File: src/rtl/sram_like_arbiter_if.sv
// rtl/sram_like_arbiter_if.sv - bundled instruction, data and memory sram-like handshakes
//
// Purpose: carries every non-clock signal of the arbiter so the core-facing
// requesters and the memory-facing port travel as one bundle.
// Port summary:
//   inst_*  : fetch requester (req/addr in, addr_ok/data_ok/rdata out of the arbiter)
//   data_*  : load/store requester (req/wr/wstrb/addr/wdata in, addr_ok/data_ok/rdata out)
//   mem_*   : shared memory port (req/wr/wstrb/addr/wdata out, addr_ok/data_ok/rdata in)
//   busy    : arbiter has a transaction in flight
// Modports:
//   master : the arbiter itself (it masters the memory port)
//   slave  : the surroundings (core requesters plus memory/bus bridge)
interface sram_like_arbiter_if #(
  parameter int ADDR_W = 32,
  parameter int DATA_W = 32
);
  logic                  inst_req;
  logic [ADDR_W-1:0]     inst_addr;
  logic                  inst_addr_ok;
  logic                  inst_data_ok;
  logic [DATA_W-1:0]     inst_rdata;

  logic                  data_req;
  logic                  data_wr;
  logic [DATA_W/8-1:0]   data_wstrb;
  logic [ADDR_W-1:0]     data_addr;
  logic [DATA_W-1:0]     data_wdata;
  logic                  data_addr_ok;
  logic                  data_data_ok;
  logic [DATA_W-1:0]     data_rdata;

  logic                  mem_req;
  logic                  mem_wr;
  logic [DATA_W/8-1:0]   mem_wstrb;
  logic [ADDR_W-1:0]     mem_addr;
  logic [DATA_W-1:0]     mem_wdata;
  logic                  mem_addr_ok;
  logic                  mem_data_ok;
  logic [DATA_W-1:0]     mem_rdata;

  logic                  busy;

  modport master (
    input  inst_req, inst_addr,
    output inst_addr_ok, inst_data_ok, inst_rdata,
    input  data_req, data_wr, data_wstrb, data_addr, data_wdata,
    output data_addr_ok, data_data_ok, data_rdata,
    output mem_req, mem_wr, mem_wstrb, mem_addr, mem_wdata,
    input  mem_addr_ok, mem_data_ok, mem_rdata,
    output busy
  );

  modport slave (
    output inst_req, inst_addr,
    input  inst_addr_ok, inst_data_ok, inst_rdata,
    output data_req, data_wr, data_wstrb, data_addr, data_wdata,
    input  data_addr_ok, data_data_ok, data_rdata,
    input  mem_req, mem_wr, mem_wstrb, mem_addr, mem_wdata,
    output mem_addr_ok, mem_data_ok, mem_rdata,
    input  busy
  );
endinterface

File: src/rtl/sram_like_arbiter.sv
// rtl/sram_like_arbiter.sv - shares one sram-like memory port between fetch and load/store
//
// Purpose: grants the memory port to the data requester by default, forcing
// one fetch grant after FAIR_N consecutive data grants made while a fetch
// was waiting. Only one memory transaction is ever outstanding.
// Port summary:
//   clk  : clock, all state on rising edge
//   rst  : synchronous reset, active-high
//   bus  : sram_like_arbiter_if.master (inst_*, data_*, mem_*, busy)
module sram_like_arbiter #(
  parameter int ADDR_W = 32,
  parameter int DATA_W = 32,
  parameter int FAIR_N = 4
) (
  input  logic                   clk,
  input  logic                   rst,
  sram_like_arbiter_if.master    bus
);
  localparam int STRB_W = DATA_W / 8;
  localparam logic [3:0] FAIR_MAX = 4'(FAIR_N);

  typedef enum logic [1:0] {IDLE, ADDR, DATA} state_t;

  state_t              state;
  logic                gnt;        // 0 = inst, 1 = data
  logic                wr_q;
  logic [STRB_W-1:0]   wstrb_q;
  logic [ADDR_W-1:0]   addr_q;
  logic [DATA_W-1:0]   wdata_q;
  logic [3:0]          fair_cnt;
  logic                mem_req_q;
  logic                busy_q;

  logic inst_forced;
  logic pick_data;
  logic any_req;

  always_comb begin
    inst_forced = 1'b0;
    pick_data   = 1'b0;
    any_req     = 1'b0;
    // A waiting fetch that has already seen FAIR_N data grants takes this slot.
    inst_forced = bus.inst_req && (fair_cnt == FAIR_MAX);
    pick_data   = bus.data_req && !inst_forced;
    any_req     = bus.inst_req || bus.data_req;
  end

  always_ff @(posedge clk) begin
    if (rst) begin
      state     <= IDLE;
      gnt       <= 1'b0;
      wr_q      <= 1'b0;
      wstrb_q   <= '0;
      addr_q    <= '0;
      wdata_q   <= '0;
      fair_cnt  <= '0;
      mem_req_q <= 1'b0;
      busy_q    <= 1'b0;
    end else begin
      case (state)
        IDLE: begin
          if (any_req) begin
            state     <= ADDR;
            gnt       <= pick_data;
            mem_req_q <= 1'b1;
            busy_q    <= 1'b1;
            if (pick_data) begin
              wr_q    <= bus.data_wr;
              wstrb_q <= bus.data_wstrb;
              addr_q  <= bus.data_addr;
              wdata_q <= bus.data_wdata;
              // Count only data grants that made a fetch wait.
              if (bus.inst_req) begin
                if (fair_cnt != FAIR_MAX) fair_cnt <= fair_cnt + 4'd1;
              end else begin
                fair_cnt <= '0;
              end
            end else begin
              wr_q     <= 1'b0;
              wstrb_q  <= '0;
              addr_q   <= bus.inst_addr;
              wdata_q  <= '0;
              fair_cnt <= '0;
            end
          end
        end
        ADDR: begin
          if (bus.mem_addr_ok) begin
            state     <= DATA;
            mem_req_q <= 1'b0;
          end
        end
        DATA: begin
          if (bus.mem_data_ok) begin
            state  <= IDLE;
            busy_q <= 1'b0;
          end
        end
        default: begin
          state     <= IDLE;
          mem_req_q <= 1'b0;
          busy_q    <= 1'b0;
        end
      endcase
    end
  end

  assign bus.mem_req   = mem_req_q;
  assign bus.mem_wr    = wr_q;
  assign bus.mem_wstrb = wstrb_q;
  assign bus.mem_addr  = addr_q;
  assign bus.mem_wdata = wdata_q;
  assign bus.busy      = busy_q;

  // Requester handshakes are combinational so they land in the same cycle
  // as the memory-side acknowledge they forward.
  assign bus.inst_addr_ok = (state == ADDR) && !gnt && bus.mem_addr_ok;
  assign bus.data_addr_ok = (state == ADDR) &&  gnt && bus.mem_addr_ok;
  assign bus.inst_data_ok = (state == DATA) && !gnt && bus.mem_data_ok;
  assign bus.data_data_ok = (state == DATA) &&  gnt && bus.mem_data_ok;

  // Stores get the completion pulse only; read data is not forwarded for them.
  assign bus.inst_rdata = bus.inst_data_ok ? bus.mem_rdata : '0;
  assign bus.data_rdata = (bus.data_data_ok && !wr_q) ? bus.mem_rdata : '0;
endmodule

File: src/flat_wrapper.sv
// flat-port wrapper written by rule: the top's interface ports become plain ports
module sram_like_arbiter_flat 
#(
  parameter int ADDR_W = 32,
  parameter int DATA_W = 32,
  parameter int FAIR_N = 4
)
  (clk, rst, bus_inst_req, bus_inst_addr, bus_inst_addr_ok, bus_inst_data_ok, bus_inst_rdata, bus_data_req, bus_data_wr, bus_data_wstrb, bus_data_addr, bus_data_wdata, bus_data_addr_ok, bus_data_data_ok, bus_data_rdata, bus_mem_req, bus_mem_wr, bus_mem_wstrb, bus_mem_addr, bus_mem_wdata, bus_mem_addr_ok, bus_mem_data_ok, bus_mem_rdata, bus_busy);
  sram_like_arbiter_if #(.ADDR_W(ADDR_W), .DATA_W(DATA_W)) bus_i ();
  input  logic clk;
  input  logic rst;
  input wire logic [$bits(bus_i.inst_req)-1:0] bus_inst_req;
  input wire logic [$bits(bus_i.inst_addr)-1:0] bus_inst_addr;
  output wire logic [$bits(bus_i.inst_addr_ok)-1:0] bus_inst_addr_ok;
  output wire logic [$bits(bus_i.inst_data_ok)-1:0] bus_inst_data_ok;
  output wire logic [$bits(bus_i.inst_rdata)-1:0] bus_inst_rdata;
  input wire logic [$bits(bus_i.data_req)-1:0] bus_data_req;
  input wire logic [$bits(bus_i.data_wr)-1:0] bus_data_wr;
  input wire logic [$bits(bus_i.data_wstrb)-1:0] bus_data_wstrb;
  input wire logic [$bits(bus_i.data_addr)-1:0] bus_data_addr;
  input wire logic [$bits(bus_i.data_wdata)-1:0] bus_data_wdata;
  output wire logic [$bits(bus_i.data_addr_ok)-1:0] bus_data_addr_ok;
  output wire logic [$bits(bus_i.data_data_ok)-1:0] bus_data_data_ok;
  output wire logic [$bits(bus_i.data_rdata)-1:0] bus_data_rdata;
  output wire logic [$bits(bus_i.mem_req)-1:0] bus_mem_req;
  output wire logic [$bits(bus_i.mem_wr)-1:0] bus_mem_wr;
  output wire logic [$bits(bus_i.mem_wstrb)-1:0] bus_mem_wstrb;
  output wire logic [$bits(bus_i.mem_addr)-1:0] bus_mem_addr;
  output wire logic [$bits(bus_i.mem_wdata)-1:0] bus_mem_wdata;
  input wire logic [$bits(bus_i.mem_addr_ok)-1:0] bus_mem_addr_ok;
  input wire logic [$bits(bus_i.mem_data_ok)-1:0] bus_mem_data_ok;
  input wire logic [$bits(bus_i.mem_rdata)-1:0] bus_mem_rdata;
  output wire logic [$bits(bus_i.busy)-1:0] bus_busy;
  assign bus_i.inst_req = bus_inst_req;
  assign bus_i.inst_addr = bus_inst_addr;
  assign bus_inst_addr_ok = bus_i.inst_addr_ok;
  assign bus_inst_data_ok = bus_i.inst_data_ok;
  assign bus_inst_rdata = bus_i.inst_rdata;
  assign bus_i.data_req = bus_data_req;
  assign bus_i.data_wr = bus_data_wr;
  assign bus_i.data_wstrb = bus_data_wstrb;
  assign bus_i.data_addr = bus_data_addr;
  assign bus_i.data_wdata = bus_data_wdata;
  assign bus_data_addr_ok = bus_i.data_addr_ok;
  assign bus_data_data_ok = bus_i.data_data_ok;
  assign bus_data_rdata = bus_i.data_rdata;
  assign bus_mem_req = bus_i.mem_req;
  assign bus_mem_wr = bus_i.mem_wr;
  assign bus_mem_wstrb = bus_i.mem_wstrb;
  assign bus_mem_addr = bus_i.mem_addr;
  assign bus_mem_wdata = bus_i.mem_wdata;
  assign bus_i.mem_addr_ok = bus_mem_addr_ok;
  assign bus_i.mem_data_ok = bus_mem_data_ok;
  assign bus_i.mem_rdata = bus_mem_rdata;
  assign bus_busy = bus_i.busy;
  sram_like_arbiter #(.ADDR_W(ADDR_W), .DATA_W(DATA_W), .FAIR_N(FAIR_N)) u_core (.clk(clk), .rst(rst), .bus(bus_i));
endmodule
File: config.mk
export PLATFORM = sky130hd
export DESIGN_NAME = sram_like_arbiter_flat
export DESIGN_NICKNAME = d
export VERILOG_FILES = /design/src/rtl/sram_like_arbiter_if.sv /design/src/rtl/sram_like_arbiter.sv /design/src/flat_wrapper.sv
export SDC_FILE = /design/constraint.sdc
export NUM_CORES = 1
export LEC_CHECK = 0
export BUFFER_PORTS_ARGS = -buffer_cell sky130_fd_sc_hd__buf_2
export CAP_MARGIN = 25
export CORE_AREA = 5 5 106 108
export CTS_CLUSTER_SIZE = 10
export DETAILED_ROUTE_END_ITERATION = 8
export DIE_AREA = 0 0 111 113
export GPL_TIMING_DRIVEN = 0
export HOLD_SLACK_MARGIN = 0.08
export PLACE_DENSITY = 0.74
export SYNTH_ARGS = -nofsm -noshare
export SYNTH_HDL_FRONTEND = slang
export SYNTH_SLANG_ARGS = --single-unit
File: constraint.sdc
create_clock -name clk -period 1.95 [get_ports clk]
set_input_delay 0.0975 -clock clk [delete_from_list [all_inputs] [get_ports clk]]
set_output_delay 0.0975 -clock clk [all_outputs]
set_load 0.02 [all_outputs]
==> flow_summary_export.csv, run 1 <==
group,metric,value,unit
synth,async_flop_share,0,
setup_path,critPathCaptureType,"primary output",
synth,synth.top_cells.by_area,"dfxtp_1 42%, and2_1 11%, a21oi_1 10%",
cells_and_area,fillers,879,
setup_path,r2r_slack,240,ps
synth,synth.largest_area_cell,"dfxtp_1",
global_routing,grt_overflow,0,
synth,seq_area_frac_synth,0.421,
clocking,clockBufferDepth,2,
worst_hold_path,hp-class,"input port to flip-flop",
global_routing,grt_pass1_wl,24800,um
routing,dr.pass1.iters,5,
placement,hpwl,11700,um
cells_and_area,regArea,1560,um2
global_routing,grt_pass1_vias,4988,
clocking,cts_tree,"yes",
setup_path,rr_startpoint,"u_core.fair_cnt[0]$_SDFFE_PP0P_",
clocking,cts.sinks,78,
synth,synth_top_cell_area_share,0.421,
synth,synth_common_cells,"78 x dfxtp_1, 78 x nand2_1, 74 x a21oi_1, 65 x and2_1, 40 x nand3_1",
setup_path,path_max_fanout,10,
timing,clock_skew,9.25,ps
routing,drt_iter0_drc,323,
worst_hold_path,hold_depth,3,
routing,drt_wl_total,16100,um
setup_path,crit_path_start_kind,"flip-flop",
setup_path,required,1850,ps
synth,yosys_warnings,0,
setup_path,r2r_end,"u_core.bus.mem_addr[3]$_SDFFE_PP0P_",
cells_and_area,stdcell_area,6390,um2
clocking,ctsHtreeMaxLevel,3,
power,p_leak,3.20,nW
setup_path,crit_type,"flip-flop to primary output",
synth,synth_edf_count,0,
cells_and_area,nets,994,
routing,drc_errors,0,
clocking,clk_pin_slew,80,ps
routing,ant_nets,0,
cells_and_area,fin_util,0.630,
timing,tightest_slew,524,ps
timing,min_period,1870,ps
power,vdd.ir_drop.worst,0.000415,V
worst_hold_path,min_to,"u_core.bus.mem_addr[24]$_SDFFE_PP0P_",
global_routing,gr-usage-all-layers,0.246,
timing,timing.final.crit_share,0.957,
floorplanning,ios,278,
synth,synth_cell_types,31,
cells_and_area,layout-drive-gt1-share,0.394,
floorplanning,die_w,111,um
synth,ys_seq_elements,78,
routing,routed-via-count,4867,
synth,avgSynthCellArea,7.78,um2
timing,finalMaxSlewViolations,0,
synth,netlist_area,3700,um2
timing,rsz0062_at_grt,"no",
global_routing,grt_max_degree,15,
worst_hold_path,hold_start,"bus_data_addr[24]",
floorplanning,fp.coreArea,10100,um2
timing,max_freq,536,MHz
routing,viasPerCell,4.87,
placement,dpl_cell_area,5260,um2
synth,syn_nets,617,
placement,port_buffers,276,
timing,whs,90.5,ps
routing,wl_per_cell,16.2,um
clocking,root_buffer,"clkbuf_8",
floorplanning,die_area,12500,um2
timing,max_slew_margin,0.651,
clocking,clk_latency,360,ps
global_routing,antenna_found_initial,4,
power,cellPowerDensity,661,nW/um2
placement,place_congestion,0.952,
setup_path,cp_data_arrival_time,1770,ps
cells_and_area,synthToLayoutAreaGrowth,72.4,%
floorplanning,fp.dieH,113,um
floorplanning,start_util,0.365,
run,maxCapViolations,0,
floorplanning,rows,37,
timing,fin_tns_setup,0,ps
cells_and_area,multi_input_area,1870,um2
timing,setup_violations,0,
synth,ys.flop_type,"dfxtp_1",
clocking,cts_buffers,9,
setup_path,r2r_cells,8,
timing,hold_viol,0,
synth,netlist_instances,476,
run_status,status,"complete, no violations",
registers in the layout, summed over array words and instances, names as in the netlist:
register	flops
u_core.bus.mem_wr	1
u_core.fair_cnt	4
u_core.bus.mem_wstrb	4
u_core.bus.mem_req	1
u_core.bus.mem_wdata	32
u_core.gnt	1
u_core.bus.busy	1
u_core.bus.mem_addr	32
u_core.state	2
layout make-up:
type,instances,share of cell area
Antenna cell,5,0.00196
Buffer,44,0.0423
Clock buffer,9,0.0194
Clock inverter,7,0.0116
Inverter,5,0.00294
Multi-Input combinational cell,349,0.293
Sequential cell,78,0.244
Tap cell,136,0.0266
Timing Repair Buffer,366,0.358
per-layer routing:
metal,vias to the layer above,part of all wire,global-route usage
li1,2352,-,-
met1,2211,0.35,0.237
met2,237,0.53,0.467
met3,67,0.065,0.0599
met4,0,0.059,0.158
met5,-,0,0
cells by family after synthesis:
family                     Yosys count  share of synthesized area
and+or+nand+nor                    233                      0.306
adders and majority gates            2                    0.00675
muxes                                1                    0.00304
DFF                                 78                      0.421
AOI/OAI and AO/OA                  113                      0.189
buffers and inverters               49                     0.0743
how the worst max path moves through the flow:
stage / start / endpoint / slack [ps] / cells after the start
global route: u_core.state[1]$_SDFFE_PP0P_ / bus_data_rdata[8] / 4 / 6
detailed placement: u_core.fair_cnt[0]$_SDFFE_PP0P_ / u_core.bus.mem_addr[13]$_SDFFE_PP0P_ / 290 / 8
floorplan: u_core.state[0]$_SDFFE_PP0P_ / bus_data_rdata[10] / 450 / 5
finish: u_core.state[0]$_SDFFE_PP0P_ / bus_data_rdata[14] / 80 / 6
global placement: u_core.fair_cnt[0]$_SDFFE_PP0P_ / u_core.bus.mem_addr[14]$_SDFFE_PP0P_ / 350 / 8
CTS: u_core.state[0]$_SDFFE_PP0P_ / bus_inst_rdata[5] / 1 / 5
critical path, cell delays in order, from the launching register on:
cell and delay, ps:
dfxtp_1 330, buf_6 140, and4b_1 210, and2b_2 240, buf_4 170, and2_1 160, buf_4 160
where the power goes:
group	internal, mW	switching (mW)
clock network	0.593	0.646
logic	0.511	0.676
registers	1.72	0.0687
stage by stage:
step	power (mW)	cells	worst slack, ps
2_1_floorplan	2.44	476	449
3_3_place_gp	2.83	888	354
3_5_place_dp	2.86	888	287
4_1_cts	4.23	994	0.983
5_1_grt	4.42	999	3.56
6_report	4.22	999	83.1
placed cells by master, fill, tap and decap left out, drive strengths merged, types with 2 or more instances in the layout:
| master | instances |
|---|---|
| buf | 308 |
| dlygate4sd3 | 90 |
| nand2 | 78 |
| dfxtp | 78 |
| a21oi | 74 |
| and2 | 65 |
| nand3 | 40 |
| nor2 | 40 |
| a211oi | 32 |
| clkbuf | 21 |
| inv | 6 |
| diode | 5 |
| clkinvlp | 4 |
| nor3 | 3 |
| a31oi | 2 |
| a22oi | 2 |
| ha | 2 |
| o21ai | 2 |
timing repair:
| action | CTS | global route |
|---|---|---|
| endpoints found under the setup margin | 30 | 40 |
| buffers inserted | 0 | 0 |
| gates cloned | 0 | 0 |
| hold buffers | 90 | 0 |
| hold endpoints to repair | 73 | 0 |
| gates resized for setup | 4 | 9 |
Note: power is estimated with default switching activity, not from simulation.
==> run 2, diff against run 1 <==
- CORE_AREA: 5 5 106 108 -> 2 2 109 111
- PLACE_DENSITY: 0.74 -> 0.67
==> run 2 against run 1 <==
Combinational power shrank 4%. Power up 18%. Critical path depth is the same.
==> flow_summary_export.csv, run 2 (synthesis gave the netlist of run 1 again) <==
group,metric,value,unit
cells_and_area,stdcell_area,6380,um2
cells_and_area,post_layout_nonfiller_instances,989,
floorplanning,fp.coreArea,11300,um2
clocking,ctsHtreeMaxLevel,3,
setup_path,critPathCaptureType,"primary output",
cells_and_area,layout-drive-gt1-share,0.401,
routing,wl_per_cell,14.5,um
setup_path,rr_startpoint,"u_core.fair_cnt[0]$_SDFFE_PP0P_",
power,cellPowerDensity,783,nW/um2
timing,setup_ws,93.9,ps
placement,port_buffers,276,
cells_and_area,fin_util,0.566,
timing,min_period,1860,ps
global_routing,grt_pass1_vias,4608,
floorplanning,rows,39,
run_status,status,"complete, no violations",
timing,clock_skew,7.41,ps
floorplanning,die_area,12500,um2
routing,ant_nets,0,
clocking,cts.sinks,78,
timing,timing.final.crit_share,0.952,
timing,tightest_slew,553,ps
clocking,post_cts_buffers,0,
setup_path,critical-path-max-stage-delay,310,ps
cells_and_area,nets,977,
power,power,5.00,mW
setup_path,cp_data_arrival_time,1760,ps
placement,dpl_cell_area,5270,um2
setup_path,crit_type,"flip-flop to primary output",
setup_path,crit_path_start_kind,"flip-flop",
routing,dr.pass1.iters,4,
setup_path,required,1850,ps
floorplanning,ios,278,
clocking,cts_buffers,9,
placement,dp_cells,895,
power,vdd.ir_drop.worst,0.000433,V
routing,drt_iter0_drc,187,
global_routing,gr-usage-all-layers,0.222,
worst_hold_path,hp-class,"input port to flip-flop",
global_routing,antenna_found_initial,5,
routing,viasPerCell,4.72,
power,p_leak,3.22,nW
routing,drt_wl_total,14300,um
cells_and_area,synthToLayoutAreaGrowth,72.3,%
clocking,clk_pin_slew,60,ps
setup_path,path_max_fanout,10,
setup_path,crit_path_start,"u_core.state[0]$_SDFFE_PP0P_",
setup_path,crit_buf_inv,3,
global_routing,grt_overflow,0,
placement,place_congestion,0.906,
clocking,clk_latency,340,ps
floorplanning,start_util,0.329,
setup_path,crit_top_cell,"buf_4",
clocking,cts_tree,"yes",
placement,place_ws,264,ps
global_routing,grt_pass1_wl,22400,um
placement,hpwl,10200,um
setup_path,crit_family,"simple AND/OR/NAND/NOR gates",
setup_path,path_cells,"buf_4 -> and4b_1 -> and2b_2 -> buf_4 -> and2_1 -> buf_2",
floorplanning,fp.dieH,113,um
cells_and_area,layout_commonest_cell,"buf_2",
global_routing,grt_max_degree,14,
timing,max_slew_margin,0.631,
routing,routed-via-count,4666,
worst_hold_path,hold_start,"bus_data_addr[28]",
cells_and_area,final_cell_mix,"292 x buf_2, 78 x nand2_1, 78 x dfxtp_1, 74 x a21oi_1, 73 x dlygate4sd3_1",
timing,finalMaxSlewViolations,0,
timing,hold_viol,0,
timing,max_freq,539,MHz
setup_path,slowest_stage,"dfxtp_1",
routing,drc_errors,0,
clocking,clockBufferDepth,2,
timing,setup_violations,0,
clocking,root_buffer,"clkbuf_16",
floorplanning,die_w,111,um
run,maxCapViolations,0,
==> run 2: layout make-up <==
class / count / area [um2]
clock buffer: 10 / 229
tap: 143 / 179
antenna: 5 / 12.5
inverter: 5 / 18.8
sequential: 78 / 1560
timing repair buffer: 349 / 2110
multi-input combinational: 349 / 1870
clock inverter: 6 / 134
fill: 1076 / 4890
buffer: 44 / 267
==> run 2: worst reg2reg max path, cell delays in order (launching register included) <==
cell and delay, ps:
dfxtp_1 410, inv_1 70, ha_1 210, nand4b_1 120
and2_1 150, buf_6 150, buf_6 150, a21oi_1 90
a211oi_1 270
==> run 2: repair_timing <==
item                                    CTS  global route
endpoints found under the setup margin   15            40
endpoints found under the hold margin    71             0
gates cloned                              0             0
hold buffers                             73             0
resized for setup                         2             9
pin swaps                                 0             0
==> run 2: routing by layer <==
metal	track usage	routed length (um)
met4	0.112	582
met1	0.234	5460
met3	0.0450	829
met5	0	0
met2	0.420	7450
==> run 2: path summary, 6_finish.rpt <==
kind | end | slack (ps) | cells past startpoint
min reg2reg | u_core.bus.mem_wdata[1]$_SDFFE_PP0P_ | 450 | 2
min | u_core.bus.mem_addr[28]$_SDFFE_PP0P_ | 90 | 3
max | bus_data_rdata[15] | 90 | 6
max reg2reg | u_core.bus.mem_addr[6]$_SDFFE_PP0P_ | 250 | 8
==> run 2: stage by stage <==
step | setup TNS [ps] | hold slack, ps
CTS | 0 | 80.3
floorplan | 0 | 239
global route | -19.9 | 87.2
global placement | 0 | 348
finish | 0 | 89.0
detailed placement | 0 | 351
==> run 2: power by group <==
group	internal (mW)	switching, mW	leakage, nW	total, mW
clock network	1.38	0.682	0.177	2.06
registers	1.73	0.0645	0.642	1.79
logic	0.487	0.657	2.40	1.14
